### src/rtl/ddr3_page_engine.sv
// rtl/ddr3_page_engine.sv - page-sized DDR3 MIG burst engine between pipe FIFO and decoder FIFO
//
// Purpose:
//   Runs whole write pages (pipe FIFO -> MIG) while i_cmd_pagewrite is high and
//   whole read pages (MIG -> decoder FIFO) while i_cmd_pageread is high. Each
//   page is PAGE_BURSTS bursts of BEATS beats. Write and read address pointers
//   are independent; only i_sdramctrl_reset rewinds them.
//
// Ports:
//   i_sdramclk, i_sdramctrl_reset     clock, synchronous active-high reset
//   i_cmd_pagewrite, i_cmd_pageread   level page requests, sampled only when idle
//   i_fifo_dout/i_fifo_empty          pipe FIFO head word (FWFT) and empty flag
//   o_fifo_rd_en                      pipe FIFO pop, only on a write beat transfer
//   i_dec_prog_full                   decoder FIFO cannot take another page
//   o_dec_din/o_dec_wr_en             decoder FIFO push, one cycle after read data
//   i_app_rdy/i_app_wdf_rdy           MIG command / write-data accept
//   i_app_rd_data/_valid              MIG read return
//   o_app_en/o_app_cmd/o_app_addr     MIG command (000 write, 001 read)
//   o_app_wdf_wren/_data/_end         MIG write data, _end on the last beat of a burst
//   o_page_done                       one-cycle pulse at the end of each page
//   o_busy                            engine not idle

module ddr3_page_engine #(
  parameter int ADDR_WIDTH  = 28,
  parameter int DATA_WIDTH  = 128,
  parameter int BEATS       = 2,
  parameter int ADDR_INC    = 8,
  parameter int PAGE_BURSTS = 64,
  parameter int ADDR_LIMIT  = 2**27
) (
  input  logic                  i_sdramclk,
  input  logic                  i_sdramctrl_reset,
  input  logic                  i_cmd_pagewrite,
  input  logic                  i_cmd_pageread,
  input  logic [DATA_WIDTH-1:0] i_fifo_dout,
  input  logic                  i_fifo_empty,
  output logic                  o_fifo_rd_en,
  input  logic                  i_dec_prog_full,
  output logic [DATA_WIDTH-1:0] o_dec_din,
  output logic                  o_dec_wr_en,
  input  logic                  i_app_rdy,
  input  logic                  i_app_wdf_rdy,
  input  logic [DATA_WIDTH-1:0] i_app_rd_data,
  input  logic                  i_app_rd_data_valid,
  output logic                  o_app_en,
  output logic [2:0]            o_app_cmd,
  output logic [ADDR_WIDTH-1:0] o_app_addr,
  output logic                  o_app_wdf_wren,
  output logic [DATA_WIDTH-1:0] o_app_wdf_data,
  output logic                  o_app_wdf_end,
  output logic                  o_page_done,
  output logic                  o_busy
);

  localparam int BURST_W  = $clog2(PAGE_BURSTS + 1);
  localparam int BEAT_W   = $clog2(BEATS + 1);
  localparam int RX_TOTAL = PAGE_BURSTS * BEATS;
  localparam int RX_W     = $clog2(RX_TOTAL + 1);

  localparam logic [BURST_W-1:0]  LAST_BURST = BURST_W'(PAGE_BURSTS - 1);
  localparam logic [BEAT_W-1:0]   LAST_BEAT  = BEAT_W'(BEATS - 1);
  localparam logic [RX_W-1:0]     RX_DONE    = RX_W'(RX_TOTAL);
  localparam logic [ADDR_WIDTH:0] INC        = (ADDR_WIDTH + 1)'(ADDR_INC);
  localparam logic [ADDR_WIDTH:0] LIMIT      = (ADDR_WIDTH + 1)'(ADDR_LIMIT);

  typedef enum logic [2:0] {
    S_IDLE,
    S_WR_DATA,
    S_WR_CMD,
    S_RD_CMD,
    S_RD_DRAIN
  } state_t;

  state_t                r_state;
  logic [ADDR_WIDTH-1:0] r_wr_ptr;
  logic [ADDR_WIDTH-1:0] r_rd_ptr;
  logic [BURST_W-1:0]    r_burst_cnt;
  logic [BEAT_W-1:0]     r_beat_cnt;
  logic [RX_W-1:0]       r_rx_cnt;
  logic                  r_page_done;
  logic                  r_dec_wr_en;
  logic [DATA_WIDTH-1:0] r_dec_din;

  logic                  w_wr_data;
  logic                  w_wr_cmd;
  logic                  w_rd_cmd;
  logic                  w_beat_xfer;
  logic                  w_cmd_acc;
  logic [ADDR_WIDTH:0]   w_wr_sum;
  logic [ADDR_WIDTH:0]   w_rd_sum;
  logic [ADDR_WIDTH-1:0] w_wr_next;
  logic [ADDR_WIDTH-1:0] w_rd_next;
  logic [RX_W-1:0]       w_rx_next;

  assign w_wr_data = (r_state == S_WR_DATA);
  assign w_wr_cmd  = (r_state == S_WR_CMD);
  assign w_rd_cmd  = (r_state == S_RD_CMD);

  // Data and command phases live in different states, so app_en and
  // app_wdf_wren can never be high together.
  assign o_app_wdf_wren = w_wr_data && !i_fifo_empty;
  assign w_beat_xfer    = o_app_wdf_wren && i_app_wdf_rdy;
  assign o_fifo_rd_en   = w_beat_xfer;
  assign o_app_wdf_data = w_wr_data ? i_fifo_dout : '0;
  assign o_app_wdf_end  = w_wr_data && (r_beat_cnt == LAST_BEAT);

  // Address comes straight from the pointer, which only moves on acceptance,
  // so a pending command stays stable until the MIG takes it.
  assign o_app_en   = w_wr_cmd || (w_rd_cmd && !i_dec_prog_full);
  assign o_app_cmd  = w_rd_cmd ? 3'b001 : 3'b000;
  assign o_app_addr = w_wr_cmd ? r_wr_ptr : (w_rd_cmd ? r_rd_ptr : '0);
  assign w_cmd_acc  = o_app_en && i_app_rdy;

  // Pointer sums carry one spare bit so the limit compare cannot overflow.
  assign w_wr_sum  = {1'b0, r_wr_ptr} + INC;
  assign w_rd_sum  = {1'b0, r_rd_ptr} + INC;
  assign w_wr_next = (w_wr_sum == LIMIT) ? '0 : w_wr_sum[ADDR_WIDTH-1:0];
  assign w_rd_next = (w_rd_sum == LIMIT) ? '0 : w_rd_sum[ADDR_WIDTH-1:0];

  // Read beats are counted in every state; drain completion looks at the
  // post-increment count so the final push and page_done share a cycle.
  assign w_rx_next = r_rx_cnt + RX_W'(i_app_rd_data_valid);

  assign o_busy      = (r_state != S_IDLE);
  assign o_page_done = r_page_done;
  assign o_dec_wr_en = r_dec_wr_en;
  assign o_dec_din   = r_dec_din;

  always_ff @(posedge i_sdramclk) begin
    if (i_sdramctrl_reset) begin
      r_state     <= S_IDLE;
      r_wr_ptr    <= '0;
      r_rd_ptr    <= '0;
      r_burst_cnt <= '0;
      r_beat_cnt  <= '0;
      r_rx_cnt    <= '0;
      r_page_done <= 1'b0;
      r_dec_wr_en <= 1'b0;
      r_dec_din   <= '0;
    end else begin
      r_page_done <= 1'b0;
      r_dec_wr_en <= i_app_rd_data_valid;
      if (i_app_rd_data_valid) begin
        r_dec_din <= i_app_rd_data;
      end
      r_rx_cnt <= w_rx_next;

      case (r_state)
        S_IDLE: begin
          if (i_cmd_pagewrite) begin
            r_state     <= S_WR_DATA;
            r_burst_cnt <= '0;
            r_beat_cnt  <= '0;
          end else if (i_cmd_pageread) begin
            r_state     <= S_RD_CMD;
            r_burst_cnt <= '0;
          end
        end

        S_WR_DATA: begin
          if (w_beat_xfer) begin
            if (r_beat_cnt == LAST_BEAT) begin
              r_beat_cnt <= '0;
              r_state    <= S_WR_CMD;
            end else begin
              r_beat_cnt <= r_beat_cnt + BEAT_W'(1);
            end
          end
        end

        S_WR_CMD: begin
          if (i_app_rdy) begin
            r_wr_ptr    <= w_wr_next;
            r_burst_cnt <= r_burst_cnt + BURST_W'(1);
            if (r_burst_cnt == LAST_BURST) begin
              r_state     <= S_IDLE;
              r_page_done <= 1'b1;
            end else begin
              r_state <= S_WR_DATA;
            end
          end
        end

        S_RD_CMD: begin
          if (w_cmd_acc) begin
            r_rd_ptr    <= w_rd_next;
            r_burst_cnt <= r_burst_cnt + BURST_W'(1);
            if (r_burst_cnt == LAST_BURST) begin
              r_state <= S_RD_DRAIN;
            end
          end
        end

        S_RD_DRAIN: begin
          if (w_rx_next == RX_DONE) begin
            r_state     <= S_IDLE;
            r_page_done <= 1'b1;
            r_rx_cnt    <= '0;
          end
        end

        default: r_state <= S_IDLE;
      endcase
    end
  end

endmodule

### config.mk
export PLATFORM = sky130hd
export DESIGN_NAME = ddr3_page_engine
export DESIGN_NICKNAME = d
export VERILOG_FILES = /design/src/rtl/ddr3_page_engine.sv
export SDC_FILE = /design/constraint.sdc
export NUM_CORES = 1
export LEC_CHECK = 0
export CORE_AREA = 2 2 218 220
export CTS_CLUSTER_DIAMETER = 200
export DETAILED_ROUTE_END_ITERATION = 6
export DIE_AREA = 0 0 220 222
export PLACE_DENSITY = 0.55
export SYNTH_ARGS = -nofsm -noshare
export SYNTH_HDL_FRONTEND = slang
export SYNTH_SLANG_ARGS = --single-unit
### constraint.sdc
create_clock -name i_sdramclk -period 3.08 [get_ports i_sdramclk]
set_input_delay 0.616 -clock i_sdramclk [delete_from_list [all_inputs] [get_ports i_sdramclk]]
set_output_delay 0.616 -clock i_sdramclk [all_outputs]
set_load 0.01 [all_outputs]
==> results.cfg <==
[clocking]
clock-root-buffer = sky130_fd_sc_hd__clkbuf_16
tritoncts_clock_tree = built
cts_max_path_buffers = 2
numCtsBuffers = 17
htreeDepth = 4
clk_latency_ps = 460
clkSlewWorstSetupHoldPaths_ps = 80
cts_sinks = 200

[global_route]
grt_first_pass_wirelength_mm = 62.3
grt_use_total = 0.171
gr-total-overflow = 0
number_of_antenna_violations_at_the_first_check_in_global_routing = 7
grt_start_max_net_pins = 130
first_global_vias = 9836

[critical_path]
timing.critical_path.to_type = output port
cp_data_required_time_ps = 2460
category_of_the_worst_setup_path_launch_point = input port
crit_fanout = 2
critPathMostFrequentCell = sky130_fd_sc_hd__clkdlybuf4s50_1
cpPeakStageDelay_ps = 680
setup.worst_path.class = input port to output port
cp_data_arrival_time_ps = 2330
crit_path_top_delay_cell = sky130_fd_sc_hd__clkdlybuf4s50_1
critical_path.cell_chain = clkdlybuf4s50_1, nor2b_2, and2_1, clkdlybuf4s50_1

[pwr]
internal_cell_power_mw = 5.78
power.sequential.fraction = 0.327
switching_power_total_mw = 2.80
power_per_cell_area_nw_per_um2 = 512
pwr-share-clk = 0.273
ir_drop_uv = 514
p_leak_nw = 6.43
power.share.combinational = 0.400
swShare = 0.326

[synth]
yosysSeqAreaShare = 0.399
syn_area_per_cell_um2 = 8.72
ys.flop_type = sky130_fd_sc_hd__dfxtp_1
postSynthCellCount = 1152
async_s_r_ff_share_synth = 0
yosys-top-cells-area = sky130_fd_sc_hd__dfxtp_1, sky130_fd_sc_hd__mux2i_1, sky130_fd_sc_hd__nor2_1
synth_edf_count = 0
synth_largest_area_cell = sky130_fd_sc_hd__dfxtp_1
post_synth_num_cell_types = 66
ys_warn_count = 0
synth_top_area_frac = 0.399
ys_ff_latch = 200
area_of_the_mapped_netlist_um2 = 10000

[timing]
clock.fmax_mhz = 340
holdWs_ps = 498
layout_min_cycle_time_ps = 2940
final_hold_viol_count = 0
setup_viol = 0
max-slew-margin-rel = 0.320
drv_slew = 0
unrepaired_setup_endpoints_after_global_routing = no
post-route-worst-setup-slack_ps = 138
fin_skew_ps = 14.0
timing.final.crit_share = 0.955
timing_worst_slew_pin_value_ps = 1020
finalSetupTns_ps = 0

[floorplanning]
die_w_um = 220
pin_count = 559
core_region_area_um2 = 46300
initial_standard_cell_utilization_of_the_core = 0.217
floorplan.rows = 79
die_height_um = 222
dieArea_um2 = 48800

[routing]
detail_route.drc_violations = 0
routed_wl_mm = 42.7
via_count = 9818
antenna_left = 0
via_count_normalized_by_instance_count = 4.32
firstDrtPassIters = 5
iter_0_drt_violations = 561
routed_wire_length_per_instance_um = 18.8

[finish]
num-nets-final = 1921
final.fill_count = 4670
layout-drive-gt1-share = 0.0475
synthesis_to_layout_area_growth_pct = 66.9

[job]
drv.max_cap_violation_count = 0

[placement]
place_worst_setup_slack_ps = 42.0
routability_congestion_estimate = 0.946
dp.final_hpwl_mm = 33.3
port-buffer-count = 553

[hold_path]
hold_path.class = flip-flop to flip-flop

[status]
outcome = completed
[synth_stat cells, types with 2 or more instances]
cell                          n
sky130_fd_sc_hd__o21ai_0      9
sky130_fd_sc_hd__buf_6        2
sky130_fd_sc_hd__clkbuf_1    44
sky130_fd_sc_hd__xnor2_1     37
sky130_fd_sc_hd__a311oi_1     2
sky130_fd_sc_hd__o2111ai_1    3
sky130_fd_sc_hd__nor2_2       2
sky130_fd_sc_hd__nand2b_1     4
sky130_fd_sc_hd__a21oi_1     12
sky130_fd_sc_hd__and3_1      18
sky130_fd_sc_hd__o31ai_1      2
sky130_fd_sc_hd__nor4_1       6
sky130_fd_sc_hd__xor2_1      34
sky130_fd_sc_hd__nand4_4      2
sky130_fd_sc_hd__nand4_2      2
sky130_fd_sc_hd__and2_1     137
sky130_fd_sc_hd__mux2i_1    157
sky130_fd_sc_hd__o2111a_1     2
sky130_fd_sc_hd__nand2_1     39
sky130_fd_sc_hd__inv_1       10
sky130_fd_sc_hd__o22ai_1      2
sky130_fd_sc_hd__nor4_2       3
sky130_fd_sc_hd__nor3_1      25
sky130_fd_sc_hd__and4_1       4
sky130_fd_sc_hd__nand4b_1     2
sky130_fd_sc_hd__buf_1        6
sky130_fd_sc_hd__ha_1         5
sky130_fd_sc_hd__dfxtp_1    200
sky130_fd_sc_hd__a2111oi_0    2
sky130_fd_sc_hd__buf_4        9
sky130_fd_sc_hd__or3_1        6
sky130_fd_sc_hd__and3_2       2
sky130_fd_sc_hd__a211oi_1     6
sky130_fd_sc_hd__a31oi_1      9
sky130_fd_sc_hd__nor2b_1      8
sky130_fd_sc_hd__clkbuf_2     2
sky130_fd_sc_hd__nand3_2      3
sky130_fd_sc_hd__nand3_1     30
sky130_fd_sc_hd__nand4_1     14
sky130_fd_sc_hd__nor3b_1      3
sky130_fd_sc_hd__buf_2       33
sky130_fd_sc_hd__nor2_1     230
[logic make-up after synthesis]
logic type	share of synthesized area
AOI/OAI and AO/OA	0.0439
adders and majority gates	0.00623
buffers and inverters	0.0488
and+or+nand+nor	0.282
other	0.000373
muxes	0.158
DFF	0.399
xor gates and xnor gates	0.0619
[final timing paths]
path                 start            end  slack, ps  depth (start not counted)
max          i_app_wdf_rdy   o_fifo_rd_en        140                          4
max reg2reg    r_wr_ptr[3]   r_wr_ptr[27]        850                          7
min reg2reg  o_dec_din[53]  o_dec_din[53]        500                          2
min          o_dec_din[53]  o_dec_din[53]        500                          2
[worst max-delay path, delay by kind of cell]
family / cells / cell delay, ps
buffers and inverters: 2 / 1180
AND/OR/NAND/NOR: 2 / 520
[cell usage in the layout (no fill, tap or decap), types with 9 or more instances in the layout]
cell / count
sky130_fd_sc_hd__a21oi_1: 12
sky130_fd_sc_hd__a31oi_1: 9
sky130_fd_sc_hd__and2_1: 137
sky130_fd_sc_hd__and3_1: 18
sky130_fd_sc_hd__buf_4: 13
sky130_fd_sc_hd__clkbuf_16: 17
sky130_fd_sc_hd__clkdlybuf4s50_1: 550
sky130_fd_sc_hd__dfxtp_1: 199
sky130_fd_sc_hd__inv_1: 10
sky130_fd_sc_hd__mux2i_1: 157
sky130_fd_sc_hd__nand2_1: 39
sky130_fd_sc_hd__nand3_1: 30
sky130_fd_sc_hd__nand4_1: 14
sky130_fd_sc_hd__nor2_1: 230
sky130_fd_sc_hd__nor3_1: 24
sky130_fd_sc_hd__o21ai_0: 9
sky130_fd_sc_hd__xnor2_1: 37
sky130_fd_sc_hd__xor2_1: 34
[registers in the layout, summed over array words and instances (netlist names)]
| register | count |
|---|---|
| o_dec_din | 128 |
| o_dec_wr_en | 1 |
| o_page_done | 1 |
| r_beat_cnt | 2 |
| r_burst_cnt | 7 |
| r_rd_ptr | 25 |
| r_rx_cnt | 8 |
| r_state | 3 |
| r_wr_ptr | 25 |
[through the flow]
| step | power, mW | cell area (um^2) | instances | utilization |
|---|---|---|---|---|
| after floorplan | 4.29 | 10100 | 1156 | - |
| after global routing | 9.01 | 16700 | 2271 | 0.362 |
| after global placement | 6.19 | 16100 | 2237 | 0.348 |
| after CTS | 8.73 | 16700 | 2271 | 0.362 |
| after detailed placement | 6.19 | 16100 | 2237 | 0.348 |
| final | 8.58 | 16800 | 2274 | 0.362 |
[power groups by stage]
stage	logic (mW)	registers, mW	clock network, mW
after floorplan	1.39	2.89	0
after global placement	3.33	2.86	0
after detailed placement	3.33	2.86	0
after CTS	3.48	2.81	2.44
after global routing	3.65	2.83	2.54
final	3.44	2.81	2.34
[repair_timing]
item | 4_1_cts | 5_1_grt
cloned | 1 | 0
hold buffers | 0 | 0
pin swaps | 1 | 0
endpoints found under the setup margin | 1 | 2
buffers inserted | 1 | 0
gates resized for setup | 1 | 2
[routing by layer]
layer	GRT usage	routed length [um]	vias to the layer above	share of wire
met5	0	48	-	0.0011
met4	0.0470	889	8	0.021
met3	0.0840	4240	37	0.099
met2	0.291	21100	345	0.49
met1	0.187	16400	4589	0.38
li1	-	-	4839	-
[final cells by class]
cell class / count / area (um^2) / share of cell area
multi-input combinational: 850 / 5580 / 0.333
clock buffer: 19 / 443 / 0.0264
timing repair buffer: 572 / 5770 / 0.344
inverter: 10 / 37.5 / 0.00224
clock inverter: 13 / 158 / 0.00941
tap: 607 / 759 / 0.0453
sequential: 200 / 4010 / 0.239
antenna: 3 / 7.51 / 0.000448
Note: power is estimated with default switching activity, not from simulation.
